**src/rtl/dma_pkg.sv**
```systemverilog
// Shared types and default constants for the UART boot loader / receive DMA.
package dma_pkg;

    typedef enum logic [2:0] {
        SEND_HELLO,
        RECV_SIZE,
        RECV_CODE,
        SEND_ACK,
        RUN
    } dma_state_t;

    localparam logic [7:0]  HELLO_BYTE_DEFAULT      = 8'h99;
    localparam logic [7:0]  ACK_BYTE_DEFAULT        = 8'haa;
    localparam logic [31:0] MAX_INSTR_WORDS_DEFAULT = 32'h6c00;

endpackage

```
**src/rtl/uart_boot_dma_byte_word_packer.sv**
```systemverilog
// Packs received UART bytes little-endian into 32-bit words; the word is presented
// combinationally on the strobe that carries its fourth byte.
module byte_word_packer (
    input  logic        clock,
    input  logic        reset,
    input  logic        rx_ready,
    input  logic [7:0]  rdata,
    output logic        word_valid,
    output logic [31:0] word
);

    logic [1:0]  r_cnt;
    logic [23:0] r_shift;

    always_ff @(posedge clock) begin
        if (reset) begin
            r_cnt   <= 2'd0;
            r_shift <= 24'd0;
        end else if (rx_ready) begin
            r_cnt <= r_cnt + 2'd1;
            case (r_cnt)
                2'd0:    r_shift[7:0]   <= rdata;
                2'd1:    r_shift[15:8]  <= rdata;
                2'd2:    r_shift[23:16] <= rdata;
                default: r_shift        <= 24'd0;
            endcase
        end
    end

    assign word_valid = rx_ready && (r_cnt == 2'd3);
    assign word       = {rdata, r_shift};

endmodule

```
**src/rtl/uart_boot_dma.sv**
```systemverilog
// Boot loader and receive DMA: announces readiness, loads the program image into
// instruction BRAM, acknowledges, then streams every received word to the hub.
module uart_boot_dma
    import dma_pkg::*;
#(
    parameter logic [31:0] MAX_INSTR_WORDS = MAX_INSTR_WORDS_DEFAULT,
    parameter logic [7:0]  HELLO_BYTE      = HELLO_BYTE_DEFAULT,
    parameter logic [7:0]  ACK_BYTE        = ACK_BYTE_DEFAULT
) (
    input  logic        clock,
    input  logic        reset,
    input  logic        rx_ready,
    input  logic [7:0]  rdata,
    output logic        tx_start,
    output logic [7:0]  sdata,
    input  logic        tx_busy,
    output logic        iw_en,
    output logic [31:0] iw_addr,
    output logic [31:0] iw_data,
    output logic        boot_done,
    output logic        data_ready,
    output logic [31:0] data
);

    dma_state_t  r_state;
    dma_state_t  w_next;
    logic [31:0] r_size;
    logic [31:0] r_word_cnt;

    logic        w_pack_en;
    logic        w_word_valid;
    logic [31:0] w_word;

    logic        w_tx_fire;
    logic [7:0]  w_tx_byte;
    logic        w_iw_wr;
    logic        w_rx_out;
    logic        w_size_ld;
    logic        w_cnt_inc;
    logic        w_done_set;

    logic        r_tx_start_p1;
    logic [7:0]  r_sdata_p1;
    logic        r_iw_en_p1;
    logic [31:0] r_iw_addr_p1;
    logic [31:0] r_iw_data_p1;
    logic        r_data_ready_p1;
    logic [31:0] r_data_p1;
    logic        r_boot_done;

    // Bytes arriving before HELLO has gone out belong to no word and are dropped.
    assign w_pack_en = rx_ready && (r_state != SEND_HELLO);

    byte_word_packer u_packer (
        .clock      (clock),
        .reset      (reset),
        .rx_ready   (w_pack_en),
        .rdata      (rdata),
        .word_valid (w_word_valid),
        .word       (w_word)
    );

    always_ff @(posedge clock) begin
        if (reset) begin
            r_state <= SEND_HELLO;
        end else begin
            r_state <= w_next;
        end
    end

    always_comb begin
        w_next     = r_state;
        w_tx_fire  = 1'b0;
        w_tx_byte  = 8'h00;
        w_iw_wr    = 1'b0;
        w_rx_out   = 1'b0;
        w_size_ld  = 1'b0;
        w_cnt_inc  = 1'b0;
        w_done_set = 1'b0;
        case (r_state)
            SEND_HELLO: begin
                if (!tx_busy) begin
                    w_tx_fire = 1'b1;
                    w_tx_byte = HELLO_BYTE;
                    w_next    = RECV_SIZE;
                end
            end
            RECV_SIZE: begin
                if (w_word_valid) begin
                    w_size_ld = 1'b1;
                    w_next    = (w_word == 32'd0) ? SEND_ACK : RECV_CODE;
                end
            end
            RECV_CODE: begin
                if (w_word_valid) begin
                    w_cnt_inc = 1'b1;
                    w_iw_wr   = (r_word_cnt < MAX_INSTR_WORDS);
                    // r_size is nonzero here, so size-1 cannot underflow even for N = 2^32-1.
                    if (r_word_cnt == r_size - 32'd1) begin
                        w_next = SEND_ACK;
                    end
                end
            end
            SEND_ACK: begin
                w_rx_out = w_word_valid;
                if (!tx_busy) begin
                    w_tx_fire  = 1'b1;
                    w_tx_byte  = ACK_BYTE;
                    w_done_set = 1'b1;
                    w_next     = RUN;
                end
            end
            RUN: begin
                w_rx_out = w_word_valid;
            end
            default: begin
                w_next = SEND_HELLO;
            end
        endcase
    end

    always_ff @(posedge clock) begin
        if (reset) begin
            r_size     <= 32'd0;
            r_word_cnt <= 32'd0;
        end else begin
            if (w_size_ld) begin
                r_size <= w_word;
            end
            if (w_cnt_inc) begin
                r_word_cnt <= r_word_cnt + 32'd1;
            end
        end
    end

    // ---- output stage: decisions at cycle t appear on the ports at t+1 ----
    always_ff @(posedge clock) begin
        if (reset) begin
            r_tx_start_p1   <= 1'b0;
            r_sdata_p1      <= 8'h00;
            r_iw_en_p1      <= 1'b0;
            r_iw_addr_p1    <= 32'd0;
            r_iw_data_p1    <= 32'd0;
            r_data_ready_p1 <= 1'b0;
            r_data_p1       <= 32'd0;
            r_boot_done     <= 1'b0;
        end else begin
            r_tx_start_p1   <= w_tx_fire;
            r_sdata_p1      <= w_tx_byte;
            r_iw_en_p1      <= w_iw_wr;
            r_data_ready_p1 <= w_rx_out;
            if (w_iw_wr) begin
                r_iw_addr_p1 <= r_word_cnt;
                r_iw_data_p1 <= w_word;
            end
            if (w_rx_out) begin
                r_data_p1 <= w_word;
            end
            if (w_done_set) begin
                r_boot_done <= 1'b1;
            end
        end
    end

    assign tx_start   = r_tx_start_p1;
    assign sdata      = r_sdata_p1;
    assign iw_en      = r_iw_en_p1;
    assign iw_addr    = r_iw_addr_p1;
    assign iw_data    = r_iw_data_p1;
    assign data_ready = r_data_ready_p1;
    assign data       = r_data_p1;
    assign boot_done  = r_boot_done;

endmodule

```
**config.mk**
```make
export PLATFORM = sky130hd
export DESIGN_NAME = uart_boot_dma
export DESIGN_NICKNAME = d
export VERILOG_FILES = /design/src/rtl/dma_pkg.sv /design/src/rtl/uart_boot_dma_byte_word_packer.sv /design/src/rtl/uart_boot_dma.sv
export SDC_FILE = /design/constraint.sdc
export NUM_CORES = 1
export LEC_CHECK = 0
export BUFFER_PORTS_ARGS = -buffer_cell sky130_fd_sc_hd__buf_4
export CORE_MARGIN = 3
export CORE_UTILIZATION = 40
export CTS_CLUSTER_SIZE = 10
export DETAILED_ROUTE_END_ITERATION = 16
export MAX_ROUTING_LAYER = met4
export PLACE_DENSITY_LB_ADDON = 0.2
export REMOVE_ABC_BUFFERS = 1
export SYNTH_ARGS = -nofsm -noshare
export SYNTH_HDL_FRONTEND = slang
export SYNTH_SLANG_ARGS = --single-unit
```
**constraint.sdc**
```tcl
create_clock -name clock -period 7.3 [get_ports clock]
set_input_delay 0.365 -clock clock [delete_from_list [all_inputs] [get_ports clock]]
set_output_delay 0.365 -clock clock [all_outputs]
set_load 0.02 [all_outputs]
```
==> qor.yml <==
critical_path:
  r2r-end: "r_state[0]"
  regToRegSetupSlack_ns: 4.09
  r2r_cells: 9
  worstPathArrival_ns: 3.59
  crit_type: "flip-flop to flip-flop"
  crit_path_start_kind: "flip-flop"
  worstPathMaxFanout: 10
  r2r-start: "r_size[5]"
  endpoint_kind: "flip-flop"
  critPathRequiredTime_ns: 7.68
clock_network:
  htree_levels: 4
  ctsResizeCount: 0
  cts_root_buf: "clkbuf_16"
  clock-sinks: 196
  cts.clk_slew.worst_paths_ns: 0.08
  cts_inserted_buffers: 17
  hold_buffers: 0
  post_cts_buffers: 0
  cts_tree: "done"
  cts_max_path_buffers: 2
  clk_latency_ns: 0.44
global_routing:
  antenna_found_initial: 0
  grt_pass1_vias: 6934
  grt_max_degree: 79
  grtUsageTotal_pct: 20.5
  grt_pass1_wl_mm: 36.4
  grt_overflow: 0
route:
  num_vias: 7418
  drc: 0
  post_drt_wl_per_cell_um: 15.7
  routed_wl_mm: 22.3
  drt-vias-per-instance: 5.22
  antenna_left: 0
  drt_first_pass_iters: 5
  drt-initial-drc-count: 520
sta:
  drv_slew: 0
  tns_ns: 0
  clock-skew-final_ns: 0.0112
  fin_hold_ws_ns: 0.171
  fin_crit_ns: 3.21
  max_slew.worst_pin.slew_ns: 1.02
  finalHoldViolCount: 0
  min_period_over_period_pct: 43.9
  rsz0062_at_grt: "no"
  finalSetupViolCount: 0
  max_slew_margin_pct: 31.5
  setup_ws_ns: 4.09
  max_freq_ghz: 0.312
power:
  ir_drop_mv: 0.155
  seqPwrFrac_pct: 52.3
  sw_frac_of_total_pct: 24.7
  p_leak_nw: 3.79
  power_frac_clock_pct: 44.9
  p_int_mw: 1.55
  p_sw_mw: 0.508
  power_frac_comb_pct: 2.8
  finalPower_mw: 2.06
  powerDensity_nw_per_um2: 206
min_path:
  hp-class: "primary input to flip-flop"
  min_to: "sdata[4]"
  hold_start: "tx_busy"
  hold_path_depth: 2
outcome:
  status: "finished, final reports clean"
yosys:
  ys_seq_elements: 196
  synth-warning-count: 0
  netlist_instances: 1071
  synth.distinct_cells: 58
  synth_edf_count: 0
  synth-async-reset-ratio_pct: 0
  synth_area_per_cell_sq_um: 7.87
  synth_area_sq_um: 8430
  synthFlopType: "dfxtp_1"
  yosysSeqAreaShare_pct: 46.5
floorplanning:
  core_sq_um: 20500
  io_pins: 120
  die-height_um: 151
  fp-row-count: 52
  die_w_um: 151
  start_util_pct: 41.1
  dieArea_sq_um: 22900
finish:
  stdcell_count: 1421
  layout-drive-gt1-share_pct: 15.4
  fin_util_pct: 48.7
  fin_nets: 1156
  n_antenna_cell: 0
  final_design_area_no_fill_sq_um: 9980
  area_delta_synth_final_pct: 18.4
job:
  max_cap_viol_count: 0
place:
  portBuffers: 117
  place_area_sq_um: 9410
  place_inst: 1389
  place_ws_ns: 4.13
  gp_congestion: 0.880
  dp_hpwl_mm: 15.5
[flip-flops by register name (all words and copies together), names as in the netlist]
register	flops
data	32
u_packer.r_shift	24
data_ready	1
u_packer.r_cnt	2
sdata	3
iw_en	1
r_size	32
r_state	3
r_word_cnt	32
iw_data	32
boot_done	1
tx_start	1
iw_addr	32
[worst max-delay path, cell delays in order (launching register included)]
cell and delay (ns):
dfxtp_1 0.41, or4_1 0.66, nor4_1 0.28, buf_4 0.20
nand2_1 0.08, or3b_1 0.39, xnor2_1 0.14, or4_1 0.47
nor4_1 0.34, a31o_1 0.19
[area by class of cell]
| type | count | area (sq um) |
|---|---|---|
| clock buffer | 18 | 439 |
| clock inverter | 14 | 135 |
| fill | 2073 | 10500 |
| inverter | 8 | 30.0 |
| multi-input combinational | 790 | 4180 |
| sequential | 196 | 3920 |
| tap | 270 | 338 |
| timing repair buffer | 125 | 938 |
[cell families after synthesis]
logic type | after synthesis | synth area share [%]
buf+inv | 86 | 4.20
flops | 196 | 46.5
simple gates | 518 | 28.3
xor+xnor | 65 | 6.75
mux | 7 | 0.846
fa+ha+maj | 6 | 0.891
compound gates | 192 | 12.4
other cells | 1 | 0.0445
[power by group through the flow]
| stage | Combinational [mW] | Sequential, mW | Clock [mW] |
|---|---|---|---|
| finish | 0.0570 | 1.08 | 0.925 |
| global route | 0.0628 | 1.08 | 0.988 |
| CTS | 0.0571 | 1.08 | 0.946 |
| detailed placement | 0.0570 | 1.10 | 0 |
| global placement | 0.0571 | 1.10 | 0 |
| floorplan | 0.0188 | 1.10 | 0 |
[synthesized netlist by cell type (2+ instances only)]
library cell / number / area (sq um)
nand2_1: 275 / 1030
dfxtp_1: 196 / 3920
a21oi_1: 149 / 746
clkbuf_1: 66 / 248
nor2_1: 63 / 236
nand3_1: 42 / 210
xor2_1: 33 / 289
xnor2_1: 32 / 280
nor4_1: 25 / 156
and3_1: 21 / 131
nor3_1: 20 / 100
o21ai_0: 15 / 75.1
nand4_1: 14 / 87.6
nor2b_1: 10 / 62.6
or3_1: 9 / 56.3
inv_1: 8 / 30.0
ha_1: 6 / 75.1
mux2i_1: 6 / 60.1
or2_2: 6 / 37.5
or4_1: 6 / 45.0
and2_1: 5 / 31.3
buf_4: 5 / 37.5
nand2b_1: 5 / 31.3
a31oi_1: 4 / 25.0
o31ai_1: 4 / 30.0
a311oi_1: 3 / 26.3
buf_2: 3 / 15.0
nand3b_1: 3 / 22.5
nor4b_1: 3 / 26.3
a21o_1: 2 / 15.0
a31o_2: 2 / 17.5
buf_1: 2 / 7.51
o21a_1: 2 / 15.0
o311ai_0: 2 / 17.5
[how the worst max path moves through the flow]
| stage | to | depth (start not counted) | from |
|---|---|---|---|
| 2_1_floorplan | iw_addr[0] | 5 | r_word_cnt[28] |
| 3_3_place_gp | r_state[0] | 9 | r_size[5] |
| 3_5_place_dp | r_state[0] | 9 | r_size[5] |
| 4_1_cts | r_state[0] | 9 | r_size[5] |
| 5_1_grt | r_state[0] | 9 | r_size[5] |
| 6_report | r_state[0] | 9 | r_size[5] |
[cells in the final DEF (no fill, tap or decap), types with 8 or more instances in the layout]
master / count
xnor2_1: 32
or3_1: 9
nand4_1: 14
inv_1: 8
dfxtp_1: 196
clkbuf_16: 17
nand2_1: 275
nor4_1: 24
buf_4: 125
nor2b_1: 10
nor2_1: 63
and3_1: 21
nor3_1: 19
nand3_1: 42
xor2_1: 33
o21ai_0: 15
a21oi_1: 148
[per-layer routing]
layer / GRT usage (%) / routed length, um / vias up
met5: - / 0 / -
met4: 4.67 / 213 / 0
met3: 3.47 / 1020 / 18
met2: 31.9 / 10100 / 173
met1: 28.0 / 11000 / 3479
li1: - / - / 3748
Power figures use the tool's default switching activity.
